<file path="src/rtl/sad_pkg.sv">
// Shared state type and sizing helpers for the SAD window scorer.
package sad_pkg;

  localparam int PIX_W_DEFAULT = 8;

  typedef enum logic {IDLE, ACCUM} state_t;

  // Width that holds rows*cols unsigned pixel differences without overflow.
  function automatic int sad_width(input int pix_w, input int rows, input int cols);
    return pix_w + $clog2(rows * cols);
  endfunction

endpackage

</file>
<file path="src/rtl/sad_col_abs_sum.sv">
// Combinational column SAD: sum over ROWS lanes of |frame - tmpl|.
module sad_col_abs_sum
  import sad_pkg::*;
#(
  parameter int PIX_W = PIX_W_DEFAULT,
  parameter int ROWS  = 4,
  parameter int COL_W = sad_width(PIX_W, ROWS, 1)
) (
  input  logic [ROWS*PIX_W-1:0] frame,
  input  logic [ROWS*PIX_W-1:0] tmpl,
  output logic [COL_W-1:0]      sum
);

  always_comb begin
    logic [PIX_W-1:0] f;
    logic [PIX_W-1:0] t;
    sum = '0;
    for (int r = 0; r < ROWS; r++) begin
      f = frame[r*PIX_W +: PIX_W];
      t = tmpl[r*PIX_W +: PIX_W];
      sum = sum + COL_W'((f >= t) ? (f - t) : (t - f));
    end
  end

endmodule

</file>
<file path="src/rtl/sad_window_scorer.sv">
// Per-window-position SAD accumulator with running minimum tracker.
// Define SAD_PIPE_EN to register the column SAD before accumulation (+1 cycle result latency).
module sad_window_scorer
  import sad_pkg::*;
#(
  parameter int PIX_W   = PIX_W_DEFAULT,
  parameter int ROWS    = 4,
  parameter int WIN_W   = 4,
  parameter int NUM_POS = 16,
  parameter int SAD_W   = sad_width(PIX_W, ROWS, WIN_W)
) (
  input  logic                  Clk,
  input  logic                  Rst,
  input  logic                  Start,
  input  logic                  PixValid,
  input  logic [ROWS*PIX_W-1:0] FramePix,
  input  logic [ROWS*PIX_W-1:0] TmplPix,
  output logic                  Busy,
  output logic                  SadValid,
  output logic [SAD_W-1:0]      SadOut,
  output logic [7:0]            SadIdx,
  output logic [SAD_W-1:0]      MinSad,
  output logic [7:0]            MinIdx,
  output logic                  Done
);

  localparam int                COL_W     = sad_width(PIX_W, ROWS, 1);
  localparam int                BEAT_W    = (WIN_W > 1) ? $clog2(WIN_W) : 1;
  localparam logic [BEAT_W-1:0] LAST_BEAT = BEAT_W'(WIN_W - 1);
  localparam logic [7:0]        LAST_POS  = 8'(NUM_POS - 1);

  state_t            state, state_next;
  logic [BEAT_W-1:0] beat, in_beat;
  logic [7:0]        pos, in_pos;
  logic              inputs_done, accept;
  logic [COL_W-1:0]  col_sad;
  logic [SAD_W-1:0]  acc, sum, min_base;
  logic              s_fire, s_first, s_last, finish;
  logic [7:0]        s_pos;
  logic [COL_W-1:0]  s_col;

  sad_col_abs_sum #(.PIX_W(PIX_W), .ROWS(ROWS), .COL_W(COL_W)) u_col (
    .frame (FramePix),
    .tmpl  (TmplPix),
    .sum   (col_sad)
  );

  // A Start-coincident beat is beat 0 of position 0 regardless of old counters.
  assign in_beat = Start ? '0 : beat;
  assign in_pos  = Start ? '0 : pos;
  assign accept  = PixValid && (Start || (state == ACCUM && !inputs_done));

`ifdef SAD_PIPE_EN
  logic             col_vld, col_first, col_last;
  logic [7:0]       col_pos;
  logic [COL_W-1:0] col_q;

  always_ff @(posedge Clk) begin
    if (Rst) begin
      col_vld   <= 1'b0;
      col_first <= 1'b0;
      col_last  <= 1'b0;
      col_pos   <= '0;
      col_q     <= '0;
    end else begin
      col_vld   <= accept;
      col_first <= (in_beat == '0);
      col_last  <= (in_beat == LAST_BEAT);
      col_pos   <= in_pos;
      col_q     <= col_sad;
    end
  end

  // Start discards whatever beat of the old search sits in the pipe stage.
  assign s_fire  = col_vld && !Start;
  assign s_first = col_first;
  assign s_last  = col_last;
  assign s_pos   = col_pos;
  assign s_col   = col_q;
`else
  assign s_fire  = accept;
  assign s_first = (in_beat == '0);
  assign s_last  = (in_beat == LAST_BEAT);
  assign s_pos   = in_pos;
  assign s_col   = col_sad;
`endif

  assign finish   = s_fire && s_last && (s_pos == LAST_POS);
  assign sum      = (s_first ? '0 : acc) + SAD_W'(s_col);
  assign min_base = Start ? '1 : MinSad;
  assign Busy     = (state == ACCUM);

  always_ff @(posedge Clk) begin
    if (Rst) state <= IDLE;
    else     state <= state_next;
  end

  always_comb begin
    state_next = state;
    if (Start)  state_next = ACCUM;
    if (finish) state_next = IDLE;
  end

  // The position counter parks on the last index; inputs_done blocks further beats.
  always_ff @(posedge Clk) begin
    if (Rst) begin
      beat        <= '0;
      pos         <= '0;
      inputs_done <= 1'b0;
    end else if (accept) begin
      inputs_done <= 1'b0;
      if (in_beat == LAST_BEAT) begin
        beat <= '0;
        if (in_pos == LAST_POS) begin
          pos         <= in_pos;
          inputs_done <= 1'b1;
        end else begin
          pos <= in_pos + 8'd1;
        end
      end else begin
        beat <= in_beat + BEAT_W'(1);
        pos  <= in_pos;
      end
    end else if (Start) begin
      beat        <= '0;
      pos         <= '0;
      inputs_done <= 1'b0;
    end
  end

  // Position 0 always replaces so the tracker never depends on the all-ones seed.
  always_ff @(posedge Clk) begin
    if (Rst) begin
      acc      <= '0;
      SadValid <= 1'b0;
      SadOut   <= '0;
      SadIdx   <= '0;
      MinSad   <= '1;
      MinIdx   <= '0;
      Done     <= 1'b0;
    end else begin
      SadValid <= 1'b0;
      Done     <= 1'b0;
      if (Start) begin
        acc    <= '0;
        MinSad <= '1;
        MinIdx <= '0;
      end
      if (s_fire) begin
        acc <= sum;
        if (s_last) begin
          SadValid <= 1'b1;
          SadOut   <= sum;
          SadIdx   <= s_pos;
          if (sum < min_base || s_pos == '0) begin
            MinSad <= sum;
            MinIdx <= s_pos;
          end
          Done <= (s_pos == LAST_POS);
        end
      end
    end
  end

endmodule
</file>
<file path="config.mk">
export PLATFORM = sky130hd
export DESIGN_NAME = sad_window_scorer
export DESIGN_NICKNAME = d
export VERILOG_FILES = /design/src/rtl/sad_pkg.sv /design/src/rtl/sad_col_abs_sum.sv /design/src/rtl/sad_window_scorer.sv
export SDC_FILE = /design/constraint.sdc
export NUM_CORES = 1
export LEC_CHECK = 0
export ABC_AREA = 1
export BUFFER_PORTS_ARGS = -buffer_cell sky130_fd_sc_hd__buf_2
export CAP_MARGIN = 20
export CORE_MARGIN = 8
export CORE_UTILIZATION = 50
export CTS_CLUSTER_DIAMETER = 40
export DETAILED_ROUTE_END_ITERATION = 10
export MAX_ROUTING_LAYER = met4
export PLACE_DENSITY = 0.71
export SYNTH_ARGS = -nofsm -noshare
export SYNTH_HDL_FRONTEND = slang
export SYNTH_SLANG_ARGS = --single-unit
</file>
<file path="constraint.sdc">
create_clock -name Clk -period 6.3 [get_ports Clk]
set_input_delay 0.63 -clock Clk [delete_from_list [all_inputs] [get_ports Clk]]
set_output_delay 0.63 -clock Clk [all_outputs]
set_load 0.02 [all_outputs]
</file>
# Word-level counts from Yosys, hierarchy flattened

Index checks and enable logic that the tools add are counted.

Bitwise gates (word level): 2
Equality and inequality tests: 2
Muxes and demuxes: 27
$add $sub $neg: 14
$lt $le $gt $ge: 5
Reduce and logical (&&, ||, !) cells: 14

Operator list:

| kind                                                 | count |
|---|---|
| 2-to-1 mux 12 bit                                    | 7 |
| subtractor 8 x 8 -> 9 bit                            | 8 |
| 2-to-1 mux 8 bit                                     | 8 |
| 2-to-1 mux 10 bit                                    | 4 |
| >= comparator 8 bit                                  | 4 |
| adder 10 bit                                         | 3 |
| adder 12 x 10 -> 12 bit                              | 1 |
| less-than comparator 12 bit                          | 1 |
| adder 8 x 1 -> 8 bit (second input constant)         | 1 |
| equality test 8 x 4 -> 1 bit (second input constant) | 1 |
| logical NOT 8 bit                                    | 1 |
| 2-to-1 mux 2 bit                                     | 3 |
| 2-to-1 mux 1 bit                                     | 5 |
| logical AND 1 bit                                    | 4 |
| OR reduction 2 bit                                   | 2 |
| OR reduction 3 bit                                   | 1 |
| adder 2 x 1 -> 2 bit (second input constant)         | 1 |
| equality test 2 bit (second input constant)          | 1 |
| logical NOT 2 bit                                    | 1 |
| logical OR 1 bit                                     | 2 |
| NOT 1 bit                                            | 2 |
| AND reduction 2 bit                                  | 1 |
| nonzero test 2 bit                                   | 1 |
| logical NOT 1 bit                                    | 1 |

Output and inout port bits: 43
Bits in registers: 66
Input bits: 68

# Depth between registers and ports, before layout

Word-level depth: 11
Depth in mapped cells: 47
Gate-level depth less buffers: 45

# Modules after synthesis

Synthesis repeated with hierarchy kept, for this count alone.

Cell total of the unflattened synthesis: 1251
Area, all modules: 7977.7 um^2

Modules (own cells, without submodules):

| module            | area an instance (um^2) | instances | cells an instance | sequential area each (um^2) |
|---|---|---|---|---|
| sad_col_abs_sum   | 4157.7                  | 1         | 678               | 0.0 |
| sad_window_scorer | 3819.9                  | 1         | 573               | 1321.3 |

# Worst setup path after synthesis

No wires, ideal clock.

Kind: input -> register
Start: input port FramePix[18]
End: register MinSad[10]
Setup slack: -15 ps
Data arrival time: 6200 ps
Stages: 42
Required time: 6185 ps
Buffers on the path: 4
Path through: inv_1 ha_1 buf_4 nand2_1 nand2_1 o21bai_1 nand3_1 nand2_1 nand2_1 nand2_1 nor2_2 buf_4 o21ai_0 fa_1 inv_1 fa_1 inv_1 fa_1 [6 not listed] a21oi_1 nor2_1 nor2_1 nand3_1 nand2_1 nand2_1 ha_1 nand2_1 nor3_1 nand2_1 nand2_1 nand2_1 buf_6 buf_8 nand3_1 nand2_1 nand2_1 nand2_1

Longest elaborated chain between the ends: 10
Elaborated cells between the ends (all ways): 12
Those cells by class: add/sub: 5; order compare: 2; mux: 4; reduce/logical: 1

Ends and longest elaborated chain:

| what                                                                    | line                     | text |
|---|---|---|
| from (decl)                                                             | sad_window_scorer.sv:16  | `input logic [ROWS*PIX_W-1:0] FramePix,` |
| subtractor 8 x 8 -> 9 bit / >= comparator 8 bit (equally long branches) | sad_col_abs_sum.sv:21    | `sum = sum + COL_W'((f >= t) ? (f - t) : (t - f));` |
| 2-to-1 mux 10 bit *                                                     | sad_col_abs_sum.sv:21    |  |
| adder 10 bit * (2 in series)                                            | sad_col_abs_sum.sv:21    |  |
| adder 12 x 10 -> 12 bit *                                               | sad_window_scorer.sv:89  | `assign sum = (s_first ? '0 : acc) + SAD_W'(s_col);` |
| named net sum[10]                                                       | sad_window_scorer.sv:37  | `logic [SAD_W-1:0] acc, sum, min_base;` |
| less-than comparator 12 bit                                             | sad_window_scorer.sv:155 | `if (sum < min_base \|\| s_pos == '0) begin` |
| logical OR 1 bit                                                        | sad_window_scorer.sv:155 |  |
| 2-to-1 mux 12 bit *                                                     | sad_window_scorer.sv:155 |  |
| 2-to-1 mux 12 bit *                                                     | sad_window_scorer.sv:151 | `if (s_last) begin` |
| 2-to-1 mux 12 bit *                                                     | sad_window_scorer.sv:149 | `if (s_fire) begin` |
| to (signal assigned)                                                    | sad_window_scorer.sv:156 | `MinSad <= sum;` |
| to (decl)                                                               | sad_window_scorer.sv:22  | `output logic [SAD_W-1:0] MinSad,` |

The timed path passes the listed nets; every way through them passes the cells marked *.
A chain may end at the register's enable or synchronous reset.

# Worst setup path in the final report

Start: input port TmplPix[4]
End: register MinSad[11]

Longest elaborated chain between the ends: 11
Elaborated cells between the ends (all ways): 13
Those cells by class: add/sub: 6; order compare: 2; mux: 4; reduce/logical: 1

Ends and longest elaborated chain:

| what                                                                    | line                     | text |
|---|---|---|
| from (decl)                                                             | sad_window_scorer.sv:17  | `input logic [ROWS*PIX_W-1:0] TmplPix,` |
| subtractor 8 x 8 -> 9 bit / >= comparator 8 bit (equally long branches) | sad_col_abs_sum.sv:21    |  |
| 2-to-1 mux 10 bit *                                                     | sad_col_abs_sum.sv:21    |  |
| adder 10 bit * (3 in series)                                            | sad_col_abs_sum.sv:21    |  |
| adder 12 x 10 -> 12 bit *                                               | sad_window_scorer.sv:89  |  |
| named net sum[11]                                                       | sad_window_scorer.sv:37  |  |
| less-than comparator 12 bit                                             | sad_window_scorer.sv:155 |  |
| logical OR 1 bit                                                        | sad_window_scorer.sv:155 |  |
| 2-to-1 mux 12 bit *                                                     | sad_window_scorer.sv:155 |  |
| 2-to-1 mux 12 bit *                                                     | sad_window_scorer.sv:151 |  |
| 2-to-1 mux 12 bit *                                                     | sad_window_scorer.sv:149 |  |

Marked as above.

==> impl_metrics.yaml <==
run_status:
  status: "completed"
drt:
  antenna_left: 0
  wl_met3_um: 740
  vias: 8490
  wl_per_cell_um: 14.0
  wl_um: 23000
  dr.pass1.iters: 7
  drt_iter0_drc: 485
  dr_wl_met2_um: 11900
  wl_met1_um: 9780
  routed.top_layer: "met4"
  drcViolationCount: 0
  avgViaCountPerCell: 5.17
floorplan:
  fp.dieW_um: 141
  pin_count: 111
  die_h_um: 141
  rows: 45
  start_util_pct: 51.1
  fp.coreArea_mm2: 0.0152
  dieArea_mm2: 0.0198
yosys:
  syn_nets: 1375
  muxShareOfSynthArea_pct: 0.548
  synth-async-reset-ratio_pct: 0
  yosys_warnings: 0
  synth_simple_gate_area_share_pct: 24.8
  syn_inst: 1182
  ys_ff_latch: 66
  synthFlopType: "dfxtp_1"
  yosys.area.top_type: "dfxtp_1"
  synth_fa_ha_area_share_pct: 22.8
  synth.area.top_cells: "dfxtp_1 17%, ha_1 16%, nand2_1 13%, inv_1 12%, fa_1 7.0%"
  synth_top_area_share_pct: 17.0
  synth.cell_area_mm2: 0.00776
  synth_compound_gate_area_share_pct: 15.3
  yosysUniqueCellTypes: 54
  synth_top_family_by_area: "simple AND/OR/NAND/NOR gates"
  seq_area_frac_synth_pct: 17.0
  synthXorXnorAreaFrac_pct: 4.85
  synth-edff-count: 0
  synth_most_common_cell: "nand2_1"
  ys_top_cells_by_count: "271 x nand2_1, 238 x inv_1, 101 x a21oi_1, 98 x ha_1, 70 x nor2_1"
  syn_area_per_cell_um2: 6.57
critical_path:
  slowest_stage: "fa_2"
  cp-start-kind: "primary input"
  max_stage_delay_ns: 0.57
  cp_max_fo: 6
  path_class: "primary input to flop"
  cp.required_ns: 6.52
  r2r_start: "beat[0]"
  cp-end-kind: "flop"
  cp-startpoint: "TmplPix[4]"
  cp.arrival_ns: 6.49
  cp_common_cell: "nand2_1"
place:
  port_buffers: 110
  gp_congestion: 0.918
  dpl.hpwl_um: 17100
  place_inst: 1607
  preCtsSetupSlack_ns: -0.549
cells_and_area:
  fin_nets: 1643
  multiInputGateArea_mm2: 0.00614
  n_antenna_cell: 0
  final_cell_count_no_fill: 1643
  n_fill_cell: 1202
  synthToLayoutAreaGrowth_pct: 41.6
  regArea_mm2: 0.00132
  layout-drive-gt1-share_pct: 35.0
global_route:
  grt-ovfl-total: 0
  grt_pass1_wl_um: 35500
  grtUsageTotal_pct: 21.6
  grt_pass1_vias: 8097
  grt_max_degree: 40
  antenna_found_initial: 0
cts:
  clock_path_buffers: 2
  cts_htree_levels: 3
  holdBufCountCts: 0
  clk_latency_ns: 0.33
  numCtsBuffers: 9
  clock-sinks: 66
  cts_tree: "yes"
  clkTransAtPathRegs_ns: 0.05
  root_buffer: "clkbuf_16"
pwr:
  powerDensity_mw_per_mm2: 527
  leakagePower_nw: 5.74
  vdd_drop_max_mv: 0.474
  power.total_mw: 5.79
sta:
  final-setup-viol-count: 0
  fmax_mhz: 160
  final_max_slew_viol_count: 0
  fin_skew_ns: 0.00778
  fin_crit_ns: 6.27
  min_period_over_period_pct: 99.5
  rsz0062_at_grt: "true"
  final_hold_viol_count: 0
  setup_slack_ns: 0.0316
  slew_headroom_pct: 38.6
  worst_pin_slew_ns: 0.920
flow_run:
  maxCapViolCount: 0
min_path:
  hold_class: "flop to flop"
  hold_start: "SadIdx[5]"
cells in the final DEF (no fill, tap or decap), drive strengths merged, types with 4 or more instances in the layout:
cell and count:
o221ai 5, a31oi 7, nand2 276, o211ai 6, o31ai 4, or2 6, o21ai 59, a21oi 102
clkbuf 10, buf 297, inv 243, ha 98, dfxtp 66, xnor2 11, a21o 5, nor2 76
nand3 70, o21bai 11, nor3 5, nand4 12, fa 27, xor2 32
final cells by class:
cell class	instances	area share (%)
well taps	188	2.14
clock buffers	10	2.17
multi-input cells	833	55.9
repair buffers	297	18.4
flip-flops and latches	66	12.0
inverters	243	8.35
clock inverters	6	1.02
kinds of logic (layout without fill, tap and decap cells):
group,Yosys count,in the layout
AOI/OAI and AO/OA,208,208
adders and majority gates,125,125
xor gates and xnor gates,43,43
and+or+nand+nor,453,453
buffers and inverters,283,556
muxes,4,4
DFF,66,66
report_power, final:
group	internal (mW)	leakage, nW	switching, mW
Combinational	2.26	5.03	2.49
Sequential	0.443	0.536	0.0112
Clock	0.398	0.173	0.188
worst max-delay path: cells and delay by family:
kind                     cells  cell delay, ns
adder cells (fa/ha/maj)      6            2.01
AND/OR/NAND/NOR             19            1.85
buffers and inverters        9            0.89
AO/OA/AOI/OAI                8            1.08
stage by stage:
step	setup TNS (ns)	utilization, %	hold slack, ns	area, µm²
floorplan	0	-	0.440	7770
global placement	-9.35	63.0	0.448	9570
detailed placement	-10.56	63.0	0.458	9570
CTS	0	66.4	0.467	10100
global route	-6.33	72.3	0.481	11000
finish	0	72.3	0.461	11000
final timing paths:
| path | to | slack, ns | cells after the start |
|---|---|---|---|
| max | MinSad[11] | 0.03 | 42 |
| min | SadIdx[5] | 0.46 | 2 |
| max reg2reg | MinSad[11] | 2.57 | 22 |
| min reg2reg | SadIdx[5] | 0.46 | 2 |
registers in the layout, indices dropped and copies added, names as in the netlist:
register and cells:
acc 12, Busy 1, beat 2, Done 1
MinIdx 8, SadIdx 8, inputs_done 1, MinSad 12
SadValid 1, pos 8, SadOut 12
timing repair:
item | 4_1_cts | 5_1_grt
pin swaps | 9 | 89
gates resized for setup | 25 | 194
setup buffers | 4 | 16
endpoints found under the setup margin | 20 | 20
metal layers:
layer / GRT usage, % / up-vias
li1: - / 4272
met1: 24.5 / 3971
met4: 6.39 / 0
met5: - / -
met2: 39.3 / 204
met3: 2.33 / 43
Power figures use the tool's default switching activity.
